### src/rtl/riscv_state_pkg.sv
// ---- riscv_state_pkg: shared types and priority tables for the trap sequencer (rev 1.0) ----
`default_nettype none

package riscv_state_pkg;

  typedef enum logic [1:0] {
    IDLE     = 2'd0,
    UPDATE   = 2'd1,
    REDIRECT = 2'd2
  } trap_state_t;

  typedef enum logic [1:0] {
    EV_TRAP_M = 2'd0,
    EV_TRAP_S = 2'd1,
    EV_RET_M  = 2'd2,
    EV_RET_S  = 2'd3
  } trap_event_t;

  localparam logic [1:0] PRV_U = 2'b00;
  localparam logic [1:0] PRV_S = 2'b01;
  localparam logic [1:0] PRV_H = 2'b10;
  localparam logic [1:0] PRV_M = 2'b11;

  localparam logic [1:0] TVEC_DIRECT   = 2'd0;
  localparam logic [1:0] TVEC_VECTORED = 2'd1;

  localparam int NUM_INT_PRIO = 9;
  localparam int NUM_EXC_PRIO = 14;

  // Element 0 is the highest priority cause.
  localparam logic [0:NUM_INT_PRIO-1][3:0] INT_PRIO = {
    4'd11, 4'd3, 4'd7, 4'd9, 4'd1, 4'd5, 4'd8, 4'd0, 4'd4
  };

  localparam logic [0:NUM_EXC_PRIO-1][3:0] EXC_PRIO = {
    4'd3, 4'd12, 4'd1, 4'd0, 4'd2, 4'd8, 4'd9, 4'd11, 4'd6, 4'd4, 4'd15, 4'd13, 4'd7, 4'd5
  };

endpackage

`default_nettype wire

### src/rtl/riscv_trap_prio.sv
// ---- riscv_trap_prio: priority encoder picking the winning trap cause and its target (rev 1.0) ----
`default_nettype none

module riscv_trap_prio
  import riscv_state_pkg::*;
#(
  parameter int                      N         = 16,
  parameter int                      NPRIO     = 14,
  parameter logic [0:NPRIO-1][3:0]   ORDER     = '0,
  parameter int                      IS_INT    = 0,
  parameter int                      HAS_SUPER = 1
) (
  input  logic [N-1:0] pending,
  input  logic [N-1:0] enable,
  input  logic [N-1:0] deleg,
  input  logic [1:0]   prv,
  input  logic         st_mie,
  input  logic         st_sie,
  output logic         taken,
  output logic [3:0]   cause,
  output logic         target_s
);

  logic [N-1:0] active;
  logic [N-1:0] deleg_eff;
  logic [N-1:0] eligible;

  always_comb begin
    active    = pending & enable;
    deleg_eff = (HAS_SUPER != 0) ? deleg : '0;
    eligible  = '0;
    for (int i = 0; i < N; i++) begin
      if (IS_INT == 0)
        eligible[i] = active[i];
      else if (deleg_eff[i])
        eligible[i] = active[i] && ((prv == PRV_U) || ((prv == PRV_S) && st_sie));
      else
        eligible[i] = active[i] && ((prv != PRV_M) || st_mie);
    end

    // Walk from lowest to highest priority so the last hit wins.
    taken    = 1'b0;
    cause    = 4'd0;
    target_s = 1'b0;
    for (int k = NPRIO - 1; k >= 0; k--) begin
      if (eligible[ORDER[k]]) begin
        taken    = 1'b1;
        cause    = ORDER[k];
        target_s = deleg_eff[ORDER[k]] && ((IS_INT != 0) || (prv != PRV_M));
      end
    end
  end

endmodule

`default_nettype wire

### src/rtl/riscv_trap_ctrl.sv
// ---- riscv_trap_ctrl: trap/xRET sequencer between retire stage, CSR file and fetch (rev 1.0) ----
`default_nettype none

module riscv_trap_ctrl
  import riscv_state_pkg::*;
#(
  parameter int XLEN      = 32,
  parameter int HAS_SUPER = 1,
  parameter int HAS_USER  = 1
) (
  input  logic            clk,
  input  logic            rstn,
  input  logic            ex_valid,
  output logic            ex_ready,
  input  logic [15:0]     ex_exceptions,
  input  logic            ex_mret,
  input  logic            ex_sret,
  input  logic [XLEN-1:0] ex_pc,
  input  logic [XLEN-1:0] ex_tval,
  input  logic [11:0]     mip,
  input  logic [11:0]     mie,
  input  logic            st_mie,
  input  logic            st_sie,
  input  logic [1:0]      st_mpp,
  input  logic            st_spp,
  input  logic [15:0]     medeleg,
  input  logic [11:0]     mideleg,
  input  logic [XLEN-1:0] mtvec,
  input  logic [XLEN-1:0] stvec,
  input  logic [XLEN-1:0] mepc,
  input  logic [XLEN-1:0] sepc,
  output logic [1:0]      prv,
  output logic            trap_m,
  output logic            trap_s,
  output logic            ret_m,
  output logic            ret_s,
  output logic [XLEN-1:0] trap_cause,
  output logic [XLEN-1:0] trap_epc,
  output logic [XLEN-1:0] trap_tval,
  output logic            redirect_valid,
  output logic [XLEN-1:0] redirect_pc,
  input  logic            redirect_ready
);

  trap_state_t state;
  trap_event_t ev_kind;

  logic       int_taken, int_s;
  logic [3:0] int_cause;
  logic       exc_taken, exc_s;
  logic [3:0] exc_cause;

  riscv_trap_prio #(
    .N(12), .NPRIO(NUM_INT_PRIO), .ORDER(INT_PRIO), .IS_INT(1), .HAS_SUPER(HAS_SUPER)
  ) u_int_prio (
    .pending(mip), .enable(mie), .deleg(mideleg), .prv(prv),
    .st_mie(st_mie), .st_sie(st_sie),
    .taken(int_taken), .cause(int_cause), .target_s(int_s)
  );

  riscv_trap_prio #(
    .N(16), .NPRIO(NUM_EXC_PRIO), .ORDER(EXC_PRIO), .IS_INT(0), .HAS_SUPER(HAS_SUPER)
  ) u_exc_prio (
    .pending(ex_exceptions), .enable(16'hFFFF), .deleg(medeleg), .prv(prv),
    .st_mie(st_mie), .st_sie(st_sie),
    .taken(exc_taken), .cause(exc_cause), .target_s(exc_s)
  );

  logic            sret_ok, is_trap, ev_fire, sel_s, tval_zero;
  logic [3:0]      sel_cause;
  logic [XLEN-1:0] tvec, base, trap_pc, new_pc, cause_full, tval_val;
  logic [1:0]      mret_prv;

  always_comb begin
    sret_ok    = ex_sret && (HAS_SUPER != 0);
    is_trap    = int_taken || exc_taken;
    ev_fire    = ex_valid && (is_trap || ex_mret || sret_ok);
    sel_cause  = int_taken ? int_cause : exc_cause;
    sel_s      = int_taken ? int_s : exc_s;
    tvec       = sel_s ? stvec : mtvec;
    base       = {tvec[XLEN-1:2], 2'b00};
    trap_pc    = (int_taken && (tvec[1:0] == TVEC_VECTORED))
               ? base + {{(XLEN-6){1'b0}}, sel_cause, 2'b00} : base;
    new_pc     = is_trap ? trap_pc : (ex_mret ? mepc : sepc);
    cause_full = {int_taken, {(XLEN-5){1'b0}}, sel_cause};
    tval_zero  = int_taken || (exc_cause == 4'd3) || (exc_cause == 4'd8) ||
                 (exc_cause == 4'd9) || (exc_cause == 4'd11);
    tval_val   = tval_zero ? '0 : ex_tval;
    // A reserved hypervisor encoding in mpp returns to U.
    if (HAS_USER == 0)
      mret_prv = PRV_M;
    else if (st_mpp == PRV_H)
      mret_prv = PRV_U;
    else
      mret_prv = st_mpp;
  end

  assign ex_ready = (state == IDLE);

  always_ff @(posedge clk or negedge rstn) begin
    if (!rstn) begin
      state          <= IDLE;
      ev_kind        <= EV_TRAP_M;
      prv            <= PRV_M;
      trap_m         <= 1'b0;
      trap_s         <= 1'b0;
      ret_m          <= 1'b0;
      ret_s          <= 1'b0;
      trap_cause     <= '0;
      trap_epc       <= '0;
      trap_tval      <= '0;
      redirect_valid <= 1'b0;
      redirect_pc    <= '0;
    end else begin
      trap_m <= 1'b0;
      trap_s <= 1'b0;
      ret_m  <= 1'b0;
      ret_s  <= 1'b0;
      case (state)
        IDLE: begin
          if (ev_fire) begin
            state       <= UPDATE;
            redirect_pc <= new_pc;
            if (is_trap) begin
              trap_cause <= cause_full;
              trap_epc   <= ex_pc;
              trap_tval  <= tval_val;
              trap_m     <= !sel_s;
              trap_s     <= sel_s;
              ev_kind    <= sel_s ? EV_TRAP_S : EV_TRAP_M;
            end else if (ex_mret) begin
              ret_m   <= 1'b1;
              ev_kind <= EV_RET_M;
            end else begin
              ret_s   <= 1'b1;
              ev_kind <= EV_RET_S;
            end
          end
        end
        UPDATE: begin
          // prv moves only after the strobe cycle so the CSR file stacks the old level.
          state          <= REDIRECT;
          redirect_valid <= 1'b1;
          case (ev_kind)
            EV_TRAP_M: prv <= PRV_M;
            EV_TRAP_S: prv <= PRV_S;
            EV_RET_M:  prv <= mret_prv;
            EV_RET_S:  prv <= {1'b0, st_spp};
            default:   prv <= PRV_M;
          endcase
        end
        REDIRECT: begin
          if (redirect_ready) begin
            redirect_valid <= 1'b0;
            state          <= IDLE;
          end
        end
        default: state <= IDLE;
      endcase
    end
  end

endmodule

`default_nettype wire

### config.mk
export PLATFORM = sky130hd
export DESIGN_NAME = riscv_trap_ctrl
export DESIGN_NICKNAME = d
export VERILOG_FILES = /design/src/rtl/riscv_state_pkg.sv /design/src/rtl/riscv_trap_prio.sv /design/src/rtl/riscv_trap_ctrl.sv
export SDC_FILE = /design/constraint.sdc
export NUM_CORES = 1
export LEC_CHECK = 0
export BUFFER_PORTS_ARGS = -buffer_cell sky130_fd_sc_hd__clkbuf_2
export CAP_MARGIN = 20
export CORE_AREA = 2 2 156 158
export CTS_CLUSTER_DIAMETER = 200
export DETAILED_ROUTE_END_ITERATION = 7
export DIE_AREA = 0 0 158 160
export GPL_ROUTABILITY_DRIVEN = 1
export PLACE_DENSITY = 0.66
export SETUP_SLACK_MARGIN = 0.15
export SLEW_MARGIN = 40
export SYNTH_ARGS = -nofsm -noshare
export SYNTH_HDL_FRONTEND = slang
export SYNTH_HIERARCHICAL = 1
export SYNTH_SLANG_ARGS = --single-unit
### constraint.sdc
create_clock -name clk -period 5.6 [get_ports clk]
set_input_delay 0.56 -clock clk [delete_from_list [all_inputs] [get_ports clk]]
set_output_delay 0.56 -clock clk [all_outputs]
set_load 0.1 [all_outputs]
After elaboration in Yosys (flattened, before gate mapping) --
Index checks and enable logic that the tools add are counted.
Storage, ports and cells: flip-flop bits (word level) 112, bits in latches 0, memory bits (writable) 0, memory bits (read-only) 0, logic and storage cells 191, memories 0
Operators by class: $add $sub $neg 1, multipliers 0, divide/modulo/power cells 0, order comparisons 0, eq/ne operators 15, shift-type cells 0, multiplexer cells 109, bitwise gates (word level) 1, reductions and logical operators 53
Operators by type and width (count):
- two-way mux 32 bit | 5
- two-way mux 4 bit | 21
- two-way mux 1 bit | 73
- logical AND 1 bit | 35
- adder 32 x 6 -> 32 bit | 1
- AND 12 bit | 1
- equality test 4 bit (second input constant) | 3
- logical OR 1 bit | 9
- two-way mux 3 bit | 3
- equality test 2 x 1 -> 1 bit (second input constant) | 4
- equality test 2 bit (second input constant) | 4
- two-way mux 2 bit | 4
- one-hot mux 2 bit (4 select lines) | 1
- logical NOT 2 bit | 3
- one-hot mux 2 bit (3 select lines) | 1
- AND reduction 2 bit | 3
- equality test 4 x 2 -> 1 bit (second input constant) | 1
- != test 2 bit (second input constant) | 2
- AND reduction 3 bit | 1
- != test 2 x 1 -> 1 bit (second input constant) | 1
- one-hot mux 1 bit (2 select lines) | 1
- nonzero test 2 bit | 1
- logical NOT 1 bit | 1

Logic depth before layout (Yosys ltp) --
Gate-level depths: netlist of run 1.
word-level depth 22, gate-level depth with buffers 21, mapped depth without buffers 17

By module --
Netlist of run 1, hierarchy kept.
Modules (own cells, without submodules):
- riscv_trap_ctrl | instances 1, cells an instance 683, area each 6348.6 um2
- riscv_trap_prio (u_int_prio) | instances 1, cells an instance 74, area each 485.5 um2
- riscv_trap_prio (u_exc_prio) | instances 1, cells an instance 67, area each 387.9 um2

Worst setup path after synthesis of run 1 --
No wires, ideal clock.
path kind register -> register, start point register prv[0], end point register redirect_pc[10], data arrival time 4.497 ns, data required time 5.463 ns, slack 0.967 ns, stages on the path, launching flop included 21, clock period less this slack 4.633 ns, path through dfstp_2 > nor2b_4 > nor2_1 > a22oi_2 > nand4_2 > a211o_1 > mux2_4 > buf_2 > buf_2 > nand2_1 > nand2_1 > ha_1 > inv_1 > fa_1 > nor2b_1 > o22ai_1 > nor3_2 > buf_2 > nand4_1 > xor2_1 > o221ai_2
On the way: elaborated cells on any way between the ends 101, classes of those cells add/sub (1); eq/ne (3); mux (55); reduce/logical (42)
RTL lines:
- from (decl) | line riscv_trap_ctrl.sv:32 | output logic [1:0] prv,
- from (signal assigned) | line riscv_trap_ctrl.sv:147 | EV_RET_M: prv <= mret_prv;
- from (signal assigned) | line riscv_trap_ctrl.sv:148 | EV_RET_S: prv <= {1'b0, st_spp};
- equality test 2 x 1 -> 1 bit
- logical AND 1 bit
- logical OR 1 bit
- logical AND 1 bit | line riscv_trap_prio.sv:36 | eligible[i] = active[i] && ((prv == PRV_U) || ((prv == PRV_S) && st_sie));
- two-way mux 1 bit | line riscv_trap_prio.sv:35 | else if (deleg_eff[i])
- two-way mux 3 bit | line riscv_trap_prio.sv:46 | if (eligible[ORDER[k]]) begin
- two-way mux 4 bit (6 in series) | line riscv_trap_prio.sv:46
- two-way mux 4 bit * | line riscv_trap_prio.sv:46
- via int_cause[0] | line riscv_trap_ctrl.sv:49 | logic [3:0] int_cause;
- two-way mux 4 bit * | line riscv_trap_ctrl.sv:78 | sel_cause = int_taken ? int_cause : exc_cause;
- adder 32 x 6 -> 32 bit * | line riscv_trap_ctrl.sv:83 | ? base + {{(XLEN-6){1'b0}}, sel_cause, 2'b00} : base;
- two-way mux 32 bit * | line riscv_trap_ctrl.sv:83
- two-way mux 32 bit * | line riscv_trap_ctrl.sv:84 | new_pc = is_trap ? trap_pc : (ex_mret ? mepc : sepc);
- to (signal assigned) | line riscv_trap_ctrl.sv:123 | redirect_pc <= new_pc;
- to (decl) | line riscv_trap_ctrl.sv:41 | output logic [XLEN-1:0] redirect_pc,
The timed path passes the listed nets; every way through them passes the cells marked *. A chain may end at the register's enable or synchronous reset.

Final worst setup path of run 1 --
start point register prv[0], end point register redirect_pc[29]
The elaborated chain is that of the path after synthesis.

==> results of run 1 <==
==> registers in the layout, summed over array words and instances, names as in the netlist <==
signal and cells:
trap_s 1, trap_tval 32, trap_cause 5, redirect_pc 32
ev_kind 2, trap_m 1, ret_m 1, redirect_valid 1
prv 2, ret_s 1, trap_epc 32, state 2
==> where the power goes <==
part	internal [mW]	switching (mW)	total, mW	leakage (nW)
logic	0.761	3.38	4.14	3.52
clock network	0.335	0.318	0.653	0.146
registers	1.13	0.207	1.34	1.42
==> per-stage QoR <==
| stage | hold WS [ns] | utilization |
|---|---|---|
| final | 0.254 | 0.408 |
| after CTS | 0.280 | 0.407 |
| after floorplan | 0.264 | - |
| after detailed placement | 0.461 | 0.395 |
| after global placement | 0.459 | 0.393 |
| after global routing | 0.301 | 0.408 |
==> worst reg2reg max path: stages (launching register included) <==
cell	delay, ns
dfstp_2	0.63
nor2b_4	0.22
or2_1	0.31
a211o_1	0.21
nand4_2	0.11
a211o_1	0.48
mux2_4	0.44
mux2i_1	0.37
inv_1	0.08
ha_1	0.31
a211o_1	0.13
a21oi_1	0.15
a211oi_4	0.47
nand4_1	0.18
xnor2_1	0.34
a21oi_1	0.11
==> cells by family after synthesis <==
logic type                 after synthesis  synth area share
buffers and inverters                   80            0.0601
muxes                                   67            0.0984
adders and majority gates                5           0.00970
other                                    2           0.00104
DFF                                    112             0.388
and+or+nand+nor                        336             0.220
AOI/OAI and AO/OA                      197             0.192
xor gates and xnor gates                25            0.0303
==> per-layer routing <==
layer	up-vias	share of wire	track usage
li1	3635	-	-
met1	3446	0.42	0.250
met2	280	0.50	0.348
met3	39	0.059	0.0361
met4	2	0.020	0.0524
met5	-	0.00050	0
==> path summary, 6_finish.rpt <==
kind                        startpoint         endpoint  slack (ns)  cells after the start
max in group asynchronous         rstn     trap_epc[19]        4.29                      3
setup reg to reg                prv[0]  redirect_pc[29]        0.92                     15
hold reg to reg            trap_epc[5]      trap_epc[5]        0.48                      2
min in group clk             ex_pc[18]     trap_epc[18]        0.39                      3
hold / removal                    rstn     trap_epc[10]        0.25                      1
setup / recovery                prv[0]  redirect_pc[29]        0.92                     15
==> cells in the mapped netlist, types with 3 or more instances <==
library cell / n / area share
nor2_1: 24 / 0.012
nor3_1: 19 / 0.013
a211oi_1: 8 / 0.0083
dfrtp_1: 110 / 0.38
buf_4: 29 / 0.030
mux2i_1: 52 / 0.072
nor2b_1: 5 / 0.0043
mux2_2: 11 / 0.017
and3_1: 7 / 0.0061
o21ai_1: 22 / 0.015
o21ai_0: 26 / 0.018
xnor2_1: 20 / 0.024
nand2_1: 188 / 0.098
nand2_2: 3 / 0.0026
inv_1: 8 / 0.0042
a211o_1: 3 / 0.0036
a21oi_1: 39 / 0.027
a31oi_1: 4 / 0.0035
o22ai_1: 9 / 0.0078
a21o_1: 6 / 0.0062
nand3_1: 36 / 0.025
and2_1: 4 / 0.0035
o31ai_1: 6 / 0.0062
xor2_1: 5 / 0.0061
o211ai_1: 3 / 0.0031
a32oi_1: 3 / 0.0036
a21boi_0: 5 / 0.0052
nand4_1: 25 / 0.022
clkbuf_1: 27 / 0.014
a22o_1: 35 / 0.042
buf_2: 14 / 0.0097
ha_1: 4 / 0.0069
==> layout make-up <==
type / count / area share
multi-input cells: 688 / 0.434
flip-flops and latches: 112 / 0.289
repair buffers: 379 / 0.202
well taps: 324 / 0.0417
clock buffers: 11 / 0.0260
clock inverters: 5 / 0.00489
inverters: 8 / 0.00309
diodes: 1 / 0.000257
==> metrics.md, run 1 <==
| Metric | Value |
|---|---|
| Status | `finished, final reports clean` |
| WL/cell | `16.9 um` |
| Dpl ws | `0.795 ns` |
| CTS clk-pin slew, worst paths | `roughly 0.080 ns` |
| Max capacitance violation total | `0` |
| Syn_area_per_cell | `about 9 sq um` |
| All-Layer GR Usage | `0.198` |
| Initial Util | `0.303` |
| Num Clock Sinks | `around 110` |
| Seq/Total Area, Yosys | `0.388` |
| Post-cts resize count | `0` |
| IO Port Bufs | `around 370` |
| Rows | `57` |
| Antenna violations before repair | `2` |
| Startpoint Class | `flip-flop` |
| WL final | `approximately 26000 um` |
| Max-slew violation count | `0` |
| Most frequent cells in the layout | `clkbuf_2, nand2_1, dfrtp_1` |
| Routability cong. | `between 0.8 and 0.9` |
| Clk Latency, worst-skew pair | `roughly 0.35 ns` |
| I/O Pins | `407` |
| Register area | `approximately 2800 sq um` |
| Fin crit share | `0.836` |
| Multi-input gate area | `4220 sq um` |
| CP cell instances | `nor2b_4 -> or2_1 -> a211o_1 -> nand4_2 -> a211o_1 -> mux2_4 -> mux2i_1 -> inv_1 -> ha_1 -> a211o_1 -> a21oi_1 -> a211oi_4 -> nand4_1 -> xnor2_1 -> a21oi_1` |
| Final setup margin | `0.920 ns` |
| Number of synthesized flops with an enable pin | `0` |
| Root Buffer | `clkbuf_16` |
| Die area | `around 25000 sq um` |
| GRT overflow | `0` |
| Vias in the first global route | `between 7000 and 8000` |
| CORE AREA | `between 20000 and 25000 sq um` |
| Critical path arrival | `~4.9 ns` |
| # setup viols final | `0` |
| Global-route wire length before repair | `between 30000 and 40000 um` |
| Setup tns final | `0 ns` |
| Hold buffers post-CTS | `0` |
| RSZ-0062 raised after global routing | `false` |
| Mapped Cells | `824` |
| Placed insts | `~1500` |
| Crit-path most repeated cell | `a211o_1` |
| Crit path kind | `flip-flop to flip-flop` |
| Critical Path RT | `slightly below 6 ns` |
| Layout cells sized above 1 | `0.364` |
| Antenna Nets Post-Route | `0` |
| DRT iter0 DRCs | `around 350` |
| Slowest cell on crit path | `dfstp_2` |
| Synth cell types | `between 70 and 80` |
| Design Power | `between 6 and 7 mW` |
| Achievable Freq | `around 210 MHz` |
| Nets | `about 1500` |
| Final Skew | `approximately 0.0084 ns` |
| Post-synth ARST share | `1.00` |
| Postcts setup bufs | `0` |
| Lkg Pwr | `roughly 5.1 nW` |
| Chip width | `around 160 um` |
| Vias | `~7400` |
| Layout Cells excl Fill | `approximately 1500` |
| Post-route DRC | `0` |
| CP Max Fanout | `12` |
| Max stage delay on crit path | `approximately 0.63 ns` |
| CP bufs+invs | `1` |
| Final non-filler cell area | `roughly 9700 sq um` |
| Ys flop type | `dfrtp_1` |
| Commonest non-fill, non-tap cell in the layout | `clkbuf_2` |
| CTS tree | `yes` |
| Post-Syn Area | `between 7000 and 8000 sq um` |
| Vias/cell | `4.84` |
| Flops & latches, synth | `between 100 and 150` |
| Synthesis Warnings | `6` |
| H-tree levels | `3` |
| Fin. Hold Viols | `0` |
| Hold Path Class | `input port to async pin` |
| Placed cell area | `approximately 9400 sq um` |
| Tmin final | `roughly 4.7 ns` |
| Slew margin rel. | `0.507` |
| Cts bufs inserted | `9` |
| Clk buf depth | `2` |
| Area growth syn-to-layout | `34.6%` |
| Fillers | `approximately 2500` |
| CP delay by family, top | `compound AO/OA/AOI/OAI gates` |
| Number of iterations in the first detailed-routing pass | `5` |
| Largest net degree at the start of global routing | `just under 60` |
| Detailed placement HPWL | `approximately 21000 um` |
| Element type at the critical path end | `flip-flop` |
| Worst-Margin Slew | `0.735 ns` |
| Die Y | `between 150 and 200 um` |
| Power Density | `~630 nW/um^2` |
| Max VDD drop | `between 0.3 and 0.4 mV` |
Power figures use the tool's default switching activity.
==> run 2: changes to the inputs <==
--- a/config.mk
+++ b/config.mk
@@ -5,14 +5,15 @@
 export SDC_FILE = /design/constraint.sdc
 export NUM_CORES = 1
 export LEC_CHECK = 0
+export ABC_AREA = 1
 export BUFFER_PORTS_ARGS = -buffer_cell sky130_fd_sc_hd__clkbuf_2
 export CAP_MARGIN = 20
-export CORE_AREA = 2 2 156 158
+export CORE_AREA = 2 2 158 160
 export CTS_CLUSTER_DIAMETER = 200
 export DETAILED_ROUTE_END_ITERATION = 7
-export DIE_AREA = 0 0 158 160
+export DIE_AREA = 0 0 160 162
 export GPL_ROUTABILITY_DRIVEN = 1
-export PLACE_DENSITY = 0.66
+export PLACE_DENSITY = 0.7
 export SETUP_SLACK_MARGIN = 0.15
 export SLEW_MARGIN = 40
 export SYNTH_ARGS = -nofsm -noshare
==> constraint.sdc (replaced) <==
create_clock -name clk -period 3.9 [get_ports clk]
set_input_delay 0.39 -clock clk [delete_from_list [all_inputs] [get_ports clk]]
set_output_delay 0.39 -clock clk [all_outputs]
set_load 0.1 [all_outputs]
==> metrics.md, run 2 <==
| Metric | Value |
|---|---|
| Die Y | `162 um` |
| Power Density | `roughly 860 nW/um^2` |
| Top cells by count, synth | `nand2_1, dfrtp_1, nor2_1, inv_1, o21ai_0` |
| Max stage delay on crit path | `between 0.6 and 0.7 ns` |
| Achievable Freq | `262 MHz` |
| Routability cong. | `approximately 0.89` |
| Syn_area_per_cell | `approximately 6.8 sq um` |
| DRT iter0 DRCs | `470` |
| IO Port Bufs | `between 300 and 400` |
| Layout Cells excl Fill | `1888` |
| Hold Path Class | `input port to flip-flop` |
| Startpoint Class | `flip-flop` |
| Design Power | `9.35 mW` |
| # setup viols final | `0` |
| Final Skew | `roughly 0.0095 ns` |
| Slew margin rel. | `0.458` |
| Synthesis Warnings | `6` |
| Clk buf depth | `2` |
| Mapped Cells | `approximately 1200` |
| Clk Latency, worst-skew pair | `approximately 0.35 ns` |
| H-tree levels | `3` |
| RSZ-0062 raised after global routing | `true` |
| Max VDD drop | `roughly 0.55 mV` |
| N_diodes | `0` |
| Wire length on met2 | `approximately 15000 um` |
| Crit path kind | `flip-flop to flip-flop` |
| I/O Pins | `407` |
| Synth cell types | `50` |
| Post-synth ARST share | `1.00` |
| WL final | `~29000 um` |
| Flops & latches, synth | `112` |
| Critical path arrival | `just over 4 ns` |
| Fin crit share | `0.980` |
| Top Metal Used | `met4` |
| Number of synthesized flops with an enable pin | `0` |
| Element type at the critical path end | `flip-flop` |
| Vias | `8890` |
| Global-route wire length before repair | `between 40000 and 50000 um` |
| Chip width | `between 150 and 200 um` |
| CTS clk-pin slew, worst paths | `roughly 0.080 ns` |
| Antenna violations before repair | `0` |
| Max-slew violation count | `0` |
| Post-Syn Area | `7830 sq um` |
| Detailed placement HPWL | `approximately 23000 um` |
| GRT overflow | `0` |
| Most frequent cells in the layout | `nand2_1, clkbuf_2, dfrtp_1` |
| Post-route DRC | `0` |
| Layout cells sized above 1 | `0.380` |
| Antenna Nets Post-Route | `0` |
| Placed insts | `1841` |
| Cts bufs inserted | `9` |
| Synth top area cells | `dfrtp_1, nand2_1, o21ai_0, nor2_1, inv_1` |
| Ys flop type | `dfrtp_1` |
| Area growth syn-to-layout | `38.3%` |
| Regs by FF count | `redirect_pc: 32 flops, trap_epc: 32 flops, trap_tval: 32 flops` |
| R2R setup slack | `0.08 ns` |
| Vias/cell | `4.71` |
| Count leader, synth | `nand2_1` |
| Final non-filler cell area | `10800 sq um` |
| Lkg Pwr | `between 6 and 7 nW` |
| WL met3 | `approximately 1700 um` |
| Seq/Total Area, Yosys | `0.358` |
| CP Max Fanout | `11` |
| Rows | `57` |
| WL met1 | `about 12000 um` |
| CTS tree | `yes` |
| Initial Util | `0.325` |
| Worst-Margin Slew | `between 0.8 and 0.9 ns` |
| Crit-path most repeated cell | `nand2_1` |
| Largest net degree at the start of global routing | `69` |
| Nets | `~1800` |
| Synth top area share | `0.351` |
| Status | `finished, final reports clean` |
| Placed cell area | `roughly 10000 sq um` |
| Max capacitance violation total | `0` |
| WL/cell | `15.2 um` |
| Num Clock Sinks | `112` |
| Die area | `~26000 sq um` |
| Fin. Hold Viols | `0` |
| Commonest non-fill, non-tap cell in the layout | `nand2_1` |
| Finished Core Util | `0.449` |
| Slowest cell on crit path | `dfstp_4` |
| Tmin final | `around 3.8 ns` |
| All-Layer GR Usage | `0.215` |
| Root Buffer | `clkbuf_16` |
| Vias in the first global route | `approximately 8400` |
| Critical Path RT | `around 4.2 ns` |
| Number of iterations in the first detailed-routing pass | `5` |
| CORE AREA | `between 20000 and 25000 sq um` |
| Area leader, netlist | `dfrtp_1` |
==> run 2: critical path, delay by kind of cell, from the launching register on <==
family / cells / cell delay, ns
AO/OA/AOI/OAI: 1 / 0.17
adder cells (fa/ha/maj): 1 / 0.30
buffers and inverters: 3 / 0.49
flip-flops: 1 / 0.65
AND/OR/NAND/NOR: 20 / 2.13
==> run 2: area by class of cell <==
class | count | area [sq um]
sequential | 112 | 2810
inverter | 100 | 393
tap | 324 | 405
timing repair buffer | 429 | 2360
clock buffer | 10 | 229
clock inverter | 6 | 62.6
fill | 2544 | 13300
multi-input combinational | 907 | 4570
==> run 2: routing by layer <==
metal | vias up | global-route usage
li1 | 4419 | -
met1 | 4106 | 0.268
met2 | 334 | 0.391
met3 | 31 | 0.0368
met4 | 0 | 0.0467
met5 | - | 0
==> run 2: power breakdown <==
part | internal (mW) | switching (mW)
logic | 1.27 | 5.28
registers | 1.62 | 0.257
clock network | 0.452 | 0.467
==> run 2: path summary, 6_finish.rpt <==
check                           start              end  cells past startpoint
max reg2reg                    prv[1]  redirect_pc[31]                     25
max in group asynchronous        rstn           prv[1]                      3
min reg2reg                ev_kind[1]           prv[0]                      1
min                          ex_pc[7]      trap_epc[7]                      3
min in group asynchronous        rstn     trap_epc[23]                      2
max                            prv[1]  redirect_pc[31]                     25
==> run 2: cell families after synthesis <==
| family | synth area share |
|---|---|
| AO/OA/AOI/OAI | 0.126 |
| XOR/XNOR | 0.00112 |
| adder cells (fa/ha/maj) | 0.00894 |
| buffers and inverters | 0.110 |
| flip-flops | 0.358 |
| multiplexers | 0.00128 |
| other | 0.000959 |
| AND/OR/NAND/NOR | 0.393 |
==> run 2: per-stage QoR <==
stage / setup WS (ns) / hold slack (ns) / TNS (ns)
6_report: 0.0773 / 0.228 / 0
5_1_grt: -0.194 / 0.230 / -2.21
4_1_cts: 0.137 / 0.214 / 0
3_5_place_dp: -0.119 / 0.383 / -0.602
3_3_place_gp: -0.0929 / 0.383 / -0.323
2_1_floorplan: -0.0579 / 0.0944 / -0.222
==> run 2: what timing repair did <==
item | 4_1_cts | 5_1_grt
cloned | 0 | 0
pin swaps | 12 | 34
endpoints found under the setup margin | 23 | 26
endpoints found under the hold margin | 6 | 0
hold buffers | 1 | 0
buffers inserted | 14 | 16
gates resized for setup | 21 | 51
